`config.mk`:
```
export PLATFORM = sky130hd
export DESIGN_NAME = ex_stage_seq
export DESIGN_NICKNAME = d
export VERILOG_FILES = /design/src/rtl/ex_pkg.sv /design/src/rtl/ex_mult_seq.sv /design/src/rtl/ex_stage_seq.sv
export SDC_FILE = /design/constraint.sdc
export NUM_CORES = 1
export LEC_CHECK = 0
export CAP_MARGIN = 20
export CORE_MARGIN = 2
export CORE_UTILIZATION = 25
export DETAILED_ROUTE_END_ITERATION = 10
export RECOVER_POWER = 50
export SKIP_CTS_REPAIR_TIMING = 1
export SLEW_MARGIN = 20
export SYNTH_ARGS = -nofsm -noshare
export SYNTH_HDL_FRONTEND = slang
export SYNTH_SLANG_ARGS = --single-unit
```
`constraint.sdc`:
```
create_clock -name EXclk -period 4.5 [get_ports EXclk]
set_clock_uncertainty 0.1 [all_clocks]
set_input_delay 0.9 -clock EXclk [delete_from_list [all_inputs] [get_ports EXclk]]
set_output_delay 0.9 -clock EXclk [all_outputs]
set_load 0.01 [all_outputs]
```
`src/rtl/ex_pkg.sv`:
```
// Shared definitions for the EX stage: bundle field offsets, ALU/compare encodings, multiplier FSM.
// MULT_RADIX4_EN selects a 2-bit-per-cycle multiplier (16 busy cycles) instead of 1-bit (32).
package ex_pkg;

  localparam int IDEX_W  = 118;
  localparam int EXMEM_W = 75;

  // idex field LSB offsets
  localparam int ID_PC4    = 86;
  localparam int ID_RS     = 81;
  localparam int ID_RT     = 76;
  localparam int ID_RD     = 71;
  localparam int ID_PC8    = 39;
  localparam int ID_REGDST = 38;
  localparam int ID_ALUSRC = 37;
  localparam int ID_MEMREG = 36;
  localparam int ID_REGW   = 35;
  localparam int ID_MEMW   = 34;
  localparam int ID_BEQ    = 33;
  localparam int ID_BNE    = 32;
  localparam int ID_EXTOP  = 31;
  localparam int ID_MULT   = 30;
  localparam int ID_COND   = 29;
  localparam int ID_DEXTOP = 28;
  localparam int ID_JR     = 27;
  localparam int ID_JAL    = 26;
  localparam int ID_LHI    = 25;
  localparam int ID_ALUOP  = 21;
  localparam int ID_CONDOP = 18;
  localparam int ID_DSIZE  = 16;
  localparam int ID_IMM    = 0;

  // exmem field LSB offsets
  localparam int EM_RESULT = 43;
  localparam int EM_STDATA = 11;
  localparam int EM_DEST   = 6;
  localparam int EM_REGW   = 5;
  localparam int EM_MEMREG = 4;
  localparam int EM_MEMW   = 3;
  localparam int EM_DSIZE  = 1;
  localparam int EM_DEXTOP = 0;

  typedef enum logic [3:0] {
    ALU_ADD = 4'b0000,
    ALU_SUB = 4'b0001,
    ALU_AND = 4'b0100,
    ALU_OR  = 4'b0101,
    ALU_XOR = 4'b0110,
    ALU_SLL = 4'b1000,
    ALU_SRL = 4'b1001,
    ALU_SRA = 4'b1010
  } alu_op_e;

  typedef enum logic [2:0] {
    CMP_EQ = 3'b000,
    CMP_NE = 3'b001,
    CMP_LE = 3'b010,
    CMP_LT = 3'b011,
    CMP_GE = 3'b100,
    CMP_GT = 3'b101
  } cond_op_e;

  typedef enum logic [1:0] {
    MS_IDLE,
    MS_BUSY,
    MS_DONE
  } mult_state_e;

`ifdef MULT_RADIX4_EN
  localparam int MULT_BITS = 2;
`else
  localparam int MULT_BITS = 1;
`endif
  localparam int MULT_STEPS = 32 / MULT_BITS;

  function automatic logic [31:0] sext16(input logic [15:0] v);
    return {{16{v[15]}}, v};
  endfunction

endpackage

```
`src/rtl/ex_mult_seq.sv`:
```
// Sequential shift-add multiplier: IDLE latches operands, BUSY retires MULT_BITS per cycle, DONE presents product.
// Bit rate follows MULT_RADIX4_EN (see ex_pkg).
module ex_mult_seq
  import ex_pkg::*;
(
  input  logic        gclk,
  input  logic        rst,
  input  logic        start,
  input  logic [31:0] a,
  input  logic [31:0] b,
  output logic        hold,
  output logic        done,
  output logic [31:0] product
);

  mult_state_e state, state_nxt;
  logic [31:0] mcand, mplier, acc, partial;
  logic [5:0]  cnt;

  always_comb begin
    state_nxt = state;
    hold      = 1'b0;
    done      = 1'b0;
    case (state)
      MS_IDLE: if (start) begin
        hold      = 1'b1;
        state_nxt = MS_BUSY;
      end
      MS_BUSY: begin
        hold = 1'b1;
        if (cnt == 6'(MULT_STEPS - 1)) state_nxt = MS_DONE;
      end
      MS_DONE: begin
        done      = 1'b1;
        state_nxt = MS_IDLE;
      end
      default: state_nxt = MS_IDLE;
    endcase
  end

  always_comb begin
`ifdef MULT_RADIX4_EN
    partial = (mplier[0] ? mcand : 32'h0) + (mplier[1] ? {mcand[30:0], 1'b0} : 32'h0);
`else
    partial = mplier[0] ? mcand : 32'h0;
`endif
  end

  always_ff @(posedge gclk) begin
    if (rst) begin
      state  <= MS_IDLE;
      acc    <= '0;
      cnt    <= '0;
      mcand  <= '0;
      mplier <= '0;
    end else begin
      state <= state_nxt;
      case (state)
        MS_IDLE: if (start) begin
          mcand  <= a;
          mplier <= b;
          acc    <= '0;
          cnt    <= '0;
        end
        MS_BUSY: begin
          acc    <= acc + partial;
          mcand  <= mcand << MULT_BITS;
          mplier <= mplier >> MULT_BITS;
          cnt    <= cnt + 6'd1;
        end
        default: ;
      endcase
    end
  end

  assign product = acc;

endmodule

```
`src/rtl/ex_stage_seq.sv`:
```
// EX pipeline stage: ALU, compare, branch/jr redirect, sequential multiplier, registered EX/MEM bundle.
// Multiplier speed selected by MULT_RADIX4_EN.
module ex_stage_seq
  import ex_pkg::*;
(
  input  logic                 EXclk,
  input  logic                 EXrst,
  input  logic [IDEX_W-1:0]    idex,
  input  logic [31:0]          busA,
  input  logic [31:0]          busB,
  output logic                 EXhold,
  output logic                 redirect,
  output logic [31:0]          redirectPC,
  output logic [EXMEM_W-1:0]   exmem
);

  logic [31:0] pc4, pc8, imm_ext, op_b, alu_res, result, product;
  logic [15:0] imm16;
  logic [4:0]  rt, rd, dest, rs_unused;
  logic [3:0]  alu_op;
  logic [2:0]  cond_op;
  logic [1:0]  dsize;
  logic        reg_dst, alu_src, mem_reg, reg_w, mem_w, beq_f, bne_f, ext_op;
  logic        mult, cond, dextop, jr, jal, lhi, cmp, bubble, mult_hold, mult_done;

  assign pc4       = idex[ID_PC4 +: 32];
  assign rs_unused = idex[ID_RS +: 5];
  assign rt        = idex[ID_RT +: 5];
  assign rd        = idex[ID_RD +: 5];
  assign pc8       = idex[ID_PC8 +: 32];
  assign reg_dst   = idex[ID_REGDST];
  assign alu_src   = idex[ID_ALUSRC];
  assign mem_reg   = idex[ID_MEMREG];
  assign reg_w     = idex[ID_REGW];
  assign mem_w     = idex[ID_MEMW];
  assign beq_f     = idex[ID_BEQ];
  assign bne_f     = idex[ID_BNE];
  assign ext_op    = idex[ID_EXTOP];
  assign mult      = idex[ID_MULT];
  assign cond      = idex[ID_COND];
  assign dextop    = idex[ID_DEXTOP];
  assign jr        = idex[ID_JR];
  assign jal       = idex[ID_JAL];
  assign lhi       = idex[ID_LHI];
  assign alu_op    = idex[ID_ALUOP +: 4];
  assign cond_op   = idex[ID_CONDOP +: 3];
  assign dsize     = idex[ID_DSIZE +: 2];
  assign imm16     = idex[ID_IMM +: 16];

  assign bubble  = (idex == '0);
  assign imm_ext = ext_op ? sext16(imm16) : {16'h0, imm16};
  assign op_b    = alu_src ? imm_ext : busB;

  always_comb begin
    cmp = 1'b0;
    case (cond_op)
      CMP_EQ: cmp = (busA == op_b);
      CMP_NE: cmp = (busA != op_b);
      CMP_LT: cmp = ($signed(busA) <  $signed(op_b));
      CMP_GT: cmp = ($signed(busA) >  $signed(op_b));
      CMP_LE: cmp = ($signed(busA) <= $signed(op_b));
      CMP_GE: cmp = ($signed(busA) >= $signed(op_b));
      default: cmp = 1'b0;
    endcase
  end

  always_comb begin
    alu_res = busA + op_b;
    case (alu_op)
      ALU_SUB: alu_res = busA - op_b;
      ALU_AND: alu_res = busA & op_b;
      ALU_OR:  alu_res = busA | op_b;
      ALU_XOR: alu_res = busA ^ op_b;
      ALU_SLL: alu_res = busA << op_b[4:0];
      ALU_SRL: alu_res = busA >> op_b[4:0];
      ALU_SRA: alu_res = $unsigned($signed(busA) >>> op_b[4:0]);
      default: alu_res = busA + op_b;
    endcase
  end

  always_comb begin
    if (jal)       result = pc8;
    else if (lhi)  result = {imm16, 16'h0};
    else if (cond) result = {31'b0, cmp};
    else if (mult) result = product;
    else           result = alu_res;
  end

  assign dest       = jal ? 5'd31 : (reg_dst ? rd : rt);
  assign redirect   = (beq_f && busA == 32'h0) || (bne_f && busA != 32'h0) || jr;
  assign redirectPC = redirect ? (jr ? busA : pc4 + sext16(imm16)) : 32'h0;

  ex_mult_seq u_mult (
    .gclk    (EXclk),
    .rst     (EXrst),
    .start   (mult),
    .a       (busA),
    .b       (op_b),
    .hold    (mult_hold),
    .done    (mult_done),
    .product (product)
  );

  assign EXhold = mult_hold;

  // A mult that is not yet in DONE sends bubbles downstream
  always_ff @(posedge EXclk) begin
    if (EXrst)
      exmem <= '0;
    else if (bubble || mult_hold || (mult && !mult_done))
      exmem <= '0;
    else
      exmem <= {result, busB, dest, reg_w, mem_reg, mem_w, dsize, dextop};
  end

endmodule

```
==> results.tsv, run 1 <==
metric	value	unit
CP Depth	14	
dpl cell area	28500	um^2
Core Footprint	79300	um^2
htree depth	4	
Starting Density	0.253	
failing checks	max-capacitance violations, max-slew violations, negative setup slack	
die area	82600	um^2
DP HPWL	92600	um
clk root buf	clkbuf_16	
Slew Limit Fails	122	
critical path startpoint category	input pin	
crit end category	output pin	
Worst Hold Class	reg2reg	
Async SR Flop Fraction	0	
Post-synth EDFFs	0	
CP Max Fanout	5	
via count	25500	
syn nets	3069	
Crit path max-delay family	compound AO/OA/AOI/OAI gates	
PD cells	227	nW/um^2
CP max stage delay	0.46	ns
final setup fails	3	
Final Core Density	0.377	
min Tclk post-route	4.68	ns
drt pass-1 iters	6	
GRT overflow	0	
post-synthesis sequential area ratio	0.178	
worst slew pin tran	1.78	ns
VDD IR max	323	uV
Worst path slowest cell	a2111o_1	
crit path cell chain	buf_12 -> buf_12 -> ha_4 -> a21o_1 -> a211o_1 -> a2111o_1 -> a21oi_2 -> a21oi_2 -> a2111oi_2 -> buf_4 -> a211oi_2 -> xor2_1 -> a22o_1 -> buf_2	
Main synth FF type	dfxtp_1	
CP Class	in2out	
Global Route Usage Sum	0.271	
LEAKAGE	13.4	nW
filler cell count	8207	
final non-filler cell area	29900	um^2
yosys warns	0	
DRT iter0 DRCs	3165	
WP buf/inv	4	
# DRC	0	
Area Growth Syn to Fin	48.9	%
fmax	214	MHz
Num CTS Buffers	17	
CTS Sinks	179	
vias in the first global route	23900	
synthesized cell area	20100	um^2
share of cells above drive strength 1	0.244	
Avg Inst Size Synth	7.38	um^2
Seq cells post-synth	179	
Hold Violations, Final	0	
maxcap violations	3	
I/O pin total	293	
cell count after synthesis	2721	
Rows	103	
Avg WL per Cell	25.6	um
max_slew headroom	-0.184	
die width	287	um
fin nets	3821	
Worst Path Required	3.50	ns
initial antenna violation count	7	
Die Y-Extent	287	um
routed vias/inst	5.61	
crit path DAT	3.68	ns
Worst R2R Path Depth	12	
DRT antenna net count	0	
count of cells along the worst hold path	2	
status	finished with violations	
Synth cell types	88	
Place WS	-1.12	ns
CTS tree	yes	
final worst-path cycle share	1.04	
IO Port Bufs	292	
largest net degree at the start of global routing	73	
CTS max path bufs	2	
GPL Wtd Cong	1.06	
PnR worst setup slack	-0.176	ns
Clk Latency, worst-skew pair	0.52	ns
RSZ-0062 raised after global routing	yes	
first-pass GRT wire length	164000	um
Clock transition at path regs	0.08	ns
Pwr Total	6.78	mW
routed wire length	116000	um
## Yosys cell counts (44+ instances only)
library cell | instances | area [um^2]
dfxtp_1 | 179 | 3580
xnor2_1 | 56 | 490
nor2_1 | 228 | 856
a21oi_1 | 196 | 981
o211ai_1 | 60 | 450
nand3_1 | 49 | 245
ha_1 | 160 | 2000
a21o_1 | 44 | 330
nor3_1 | 65 | 325
and2_1 | 76 | 475
inv_1 | 125 | 469
o21ai_0 | 203 | 1020
mux2i_1 | 113 | 1130
clkbuf_1 | 159 | 597
nor4_1 | 52 | 325
nand2_1 | 298 | 1120
## final timing paths
path / start / endpoint / slack [ns]
worst min register to register: u_mult.mplier[1]$_SDFFE_PP0P_ / u_mult.mplier[1]$_SDFFE_PP0P_ / 0.36
worst min-delay path: u_mult.mplier[1]$_SDFFE_PP0P_ / u_mult.mplier[1]$_SDFFE_PP0P_ / 0.36
worst max register to register: u_mult.mplier[0]$_SDFFE_PP0P_ / u_mult.product[23]$_SDFFE_PP0P_ / 0.64
worst max-delay path: idex[15] / redirectPC[30] / -0.18
## where the power goes
group          internal [mW]  switching (mW)
sequential              1.66          0.0501
clock                  0.742           0.833
combinational           1.56            1.94
total                   3.97            2.82
## area by class of cell
class / instances / area, um^2 / area share
Inverter: 130 / 494 / 0.0165
Timing Repair Buffer: 929 / 8000 / 0.268
Multi-Input combinational cell: 2216 / 15900 / 0.532
Tap cell: 1050 / 1310 / 0.0439
Antenna cell: 3 / 7.51 / 0.000251
Clock inverter: 15 / 164 / 0.00548
Clock buffer: 17 / 425 / 0.0142
Sequential cell: 179 / 3580 / 0.120
## stage by stage
| stage | std cells | hold WS (ns) | setup TNS (ns) |
|---|---|---|---|
| CTS | 4526 | 0.354 | -23.07 |
| floorplan | 2721 | 0.332 | -0.00164 |
| global route | 4536 | 0.376 | -0.850 |
| detailed placement | 4494 | 0.343 | -34.13 |
| global placement | 4494 | 0.340 | -34.14 |
| finish | 4539 | 0.356 | -0.269 |
## sequential cells by signal, indices dropped and copies added (netlist names)
register / cells
exmem: 75
u_mult.cnt: 6
u_mult.state: 2
u_mult.mplier: 32
u_mult.product: 32
u_mult.mcand: 32
## worst register-to-register path, cell delays in order (launching register included)
cell and delay [ns]:
dfxtp_1 0.71, buf_4 0.33, and2_1 0.18, ha_1 0.22, and3_1 0.28, nand3_1 0.11
o211ai_1 0.41, nor2_1 0.17, o311ai_0 0.58, a31oi_1 0.20, o21bai_1 0.19, xor2_1 0.09
a22o_1 0.20
## layer usage
metal	wire length, um	track usage
met2	49600	0.408
met5	32	0
met4	6180	0.127
met3	13100	0.0788
met1	47400	0.355
## cells in the final DEF, fill, tap and decap left out, types with 18 or more instances in the layout
| cell | count |
|---|---|
| o21bai_1 | 22 |
| nor4_1 | 42 |
| dfxtp_1 | 179 |
| o22ai_1 | 39 |
| dlymetal6s2s_1 | 56 |
| ha_1 | 138 |
| and2_1 | 76 |
| o211ai_1 | 60 |
| nand3_1 | 48 |
| nand2b_1 | 27 |
| a211oi_1 | 36 |
| dlygate4sd3_1 | 76 |
| a22o_1 | 23 |
| buf_4 | 604 |
| clkbuf_16 | 18 |
| nor2_1 | 224 |
| a21o_1 | 44 |
| o31ai_1 | 18 |
| nor3_1 | 62 |
| xnor2_1 | 55 |
| nand4_1 | 25 |
| nand2_1 | 297 |
| mux4_2 | 35 |
| o21ai_0 | 193 |
| inv_1 | 124 |
| mux2i_1 | 108 |
| a311oi_1 | 38 |
| xor2_1 | 23 |
| a21oi_1 | 185 |
| clkdlybuf4s50_1 | 137 |
| nor2b_1 | 25 |
| a221oi_1 | 23 |
## cells by family after synthesis
family / share of synthesized area
xor gates and xnor gates: 0.0349
AOI/OAI and AO/OA: 0.297
adders and majority gates: 0.104
muxes: 0.109
DFF: 0.178
buffers and inverters: 0.0648
and+or+nand+nor: 0.212
No activity file was read; power rests on OpenSTA's default activity.
==> inputs of run 2 (changes only) <==
Settings changed: REMOVE_ABC_BUFFERS set to 1.
==> run 2 against run 1 <==
  * The flow still finishes with violations (max-capacitance violations, max-slew violations, negative setup slack)
  * Utilization shrank 0.52 points
  * Sequential share of layout area grew 0.17 points
  * Via count shrank 0.72%
  * Power grew 1.0%
  * Die area is the same
  * Sequential power is essentially flat
  * Non-clock buffer count shrank 21
  * Final cell count shrank 0.46%
  * Combinational power shrank 2%
  * Setup slack gained 0.080 ns
  * Flip-flop and latch count is the same
==> results.tsv, run 2 (synthesis gave the netlist of run 1 again) <==
metric	value	unit	change
Starting Density	0.253		unchanged
WP buf/inv	4		unchanged
via count	25300		-0.72%
commonest non-fill, non-tap cell in the layout	buf_4		
count of cells along the worst hold path	2		unchanged
Rows	103		unchanged
Comb pwr share	0.499		-0.016
Area Growth Syn to Fin	46.8	%	
status	finished with violations		
DP HPWL	92700	um	+0.18%
R2R Path Start	u_mult.state[0]$_SDFFE_PP0P_		
Final Core Density	0.372		-0.00524
Worst Hold Launch	u_mult.mplier[2]$_SDFFE_PP0P_		
final non-filler cell area	29500	um^2	-1.4%
Slew Limit Fails	189		+55%
die area	82600	um^2	unchanged
crit path cell chain	dlymetal6s2s_1 -> ha_2 -> a21o_1 -> a211o_1 -> a2111o_1 -> a21oi_2 -> a21oi_2 -> a2111oi_2 -> buf_4 -> buf_4 -> a211oi_2 -> xor2_1 -> a22o_1 -> buf_2		
CP Class	in2out		
share of cells above drive strength 1	0.235		-0.00920
Crit path max-delay family	compound AO/OA/AOI/OAI gates		
Clk Latency, worst-skew pair	0.51	ns	about the same
Met3 Wirelength	12200	um	-7.0%
fin nets	3800		-0.55%
worst slew pin tran	2.17	ns	+0.397 ns
Core Footprint	79300	um^2	unchanged
final setup fails	9		+6
maxcap violations	5		+2
IO Port Bufs	292		unchanged
Net Sw Frac	0.403		-0.0124
VDD IR max	320	uV	-0.99%
clock power share	0.252		+0.020
failing checks	max-capacitance violations, max-slew violations, negative setup slack		
crit path DAT	3.60	ns	-0.08 ns
CP Max Fanout	2		-3
CP max stage delay	0.46	ns	about the same
die width	287	um	unchanged
Fin Setup TNS	-0.326	ns	-0.0576 ns
Post-Place Cells	4471		-0.51%
Hold Violations, Final	0		unchanged
routed vias/inst	5.59		-0.26%
fmax	218	MHz	+1.7%
vias in the first global route	23500		-1.4%
Met2 Routed Length	48100	um	-3.1%
RSZ-0062 raised after global routing	yes		
largest net degree at the start of global routing	73		unchanged
CTS tree	yes		
crit end category	output pin		
# DRC	0		unchanged
Worst path slowest cell	a2111o_1		
I/O pin total	293		unchanged
top sig layer	met5		
Metal-1 WL	50200	um	+5.9%
max_slew headroom	-0.449		-0.265
htree depth	4		unchanged
Reg2Reg Capture Point	u_mult.mplier[11]$_SDFFE_PP0P_		
Num CTS Buffers	17		unchanged
Worst Hold Class	reg2reg		
CTS max path bufs	2		unchanged
drt pass-1 iters	5		-1
internal reg-to-reg setup slack	0.52	ns	-0.12 ns
Min-Delay Endpoint	u_mult.mplier[2]$_SDFFE_PP0P_		
clk root buf	clkbuf_16		
Place WS	-1.05	ns	+0.0708 ns
initial antenna violation count	9		+2
PnR worst setup slack	-0.0961	ns	+0.0796 ns
Worst Path Required	3.50	ns	about the same
final non-filler cell total	4518		-0.46%
Clock transition at path regs	0.09	ns	about the same
GPL Wtd Cong	1.07		+1.2%
DRT iter0 DRCs	3109		-1.8%
largest reg by FF count	exmem		
dpl cell area	28200	um^2	-0.98%
Hold Slack	0.354	ns	-0.00217 ns
Global Route Usage Sum	0.270		-0.00117
part of the power in registers	0.249		-0.004
Die Y-Extent	287	um	unchanged
GRT overflow	0		unchanged
LEAKAGE	13.3	nW	-0.85%
critical path startpoint category	input pin		
filler cell count	8426		+2.7%
Largest register FFs	75		unchanged
Avg WL per Cell	25.5	um	-0.45%
Sw Pwr	2.76	mW	-2.0%
Worst R2R Path Depth	6		-6
DRT antenna net count	0		unchanged
min Tclk post-route	4.60	ns	-0.0796 ns
final worst-path cycle share	1.02		-0.0177
Pwr Total	6.86	mW	+1.0%
most frequent cells in the layout	buf_4 (597), nand2_1 (298), nor2_1 (225)		
CTS Sinks	179		unchanged
PD cells	232	nW/um^2	+2.5%
routed wire length	115000	um	-0.91%
first-pass GRT wire length	163000	um	-0.30%
Cell Int Power	4.09	mW	+3.2%
[run 2: changes by cell type in the layout (fill, tap and decap cells not counted), moves of 3 or more]
cell / before / now
a2111oi_2: 2 / 5
buf_12: 16 / 7
buf_4: 604 / 597
buf_6: 15 / 5
bufinv_16: 0 / 3
clkbuf_2: 10 / 13
clkdlybuf4s50_1: 137 / 134
clkinv_8: 4 / 1
nor4_1: 42 / 45
nor4_2: 8 / 5
[run 2: worst max-delay path by stage]
stage / cells past startpoint / to / from / slack (ns)
after CTS: 14 / redirectPC[30] / idex[0] / -1.06
after global placement: 14 / redirectPC[30] / idex[0] / -1.03
after global routing: 14 / redirectPC[30] / idex[101] / -0.22
after floorplan: 9 / exmem[58]$_SDFF_PP0_ / idex[30] / -3.35
after detailed placement: 14 / redirectPC[30] / idex[0] / -1.05
final: 14 / redirectPC[30] / idex[14] / -0.1
[run 2: area by class of cell]
type,instances,area (um^2),area share
multi-input combinational,2216,15800,0.535
timing repair buffer,908,7690,0.261
sequential,179,3580,0.121
tap,1050,1310,0.0445
inverter,130,494,0.0168
clock buffer,19,443,0.0150
clock inverter,13,189,0.00641
antenna,3,7.51,0.000255
[run 2: worst min-delay path, cell delays in order (launching register included)]
cell and delay (ns):
dfxtp_1 0.32, nand2_1 0.05, a21oi_1 0.05
[run 2: power groups by stage]
stage          Combinational [mW]  Clock (mW)  Sequential (mW)
4_1_cts                      3.26        1.80             1.71
3_3_place_gp                 3.25           0             1.74
2_1_floorplan                1.50           0             1.75
5_1_grt                      3.60        1.85             1.72
6_report                     3.42        1.73             1.71
3_5_place_dp                 3.25           0             1.75
[run 2: per-layer routing]
metal | global-route usage | vias up
met3 | 0.0657 | 195
met5 | 0 | -
met4 | 0.0966 | 8
met1 | 0.375 | 12100
met2 | 0.402 | 1411
li1 | - | 11500
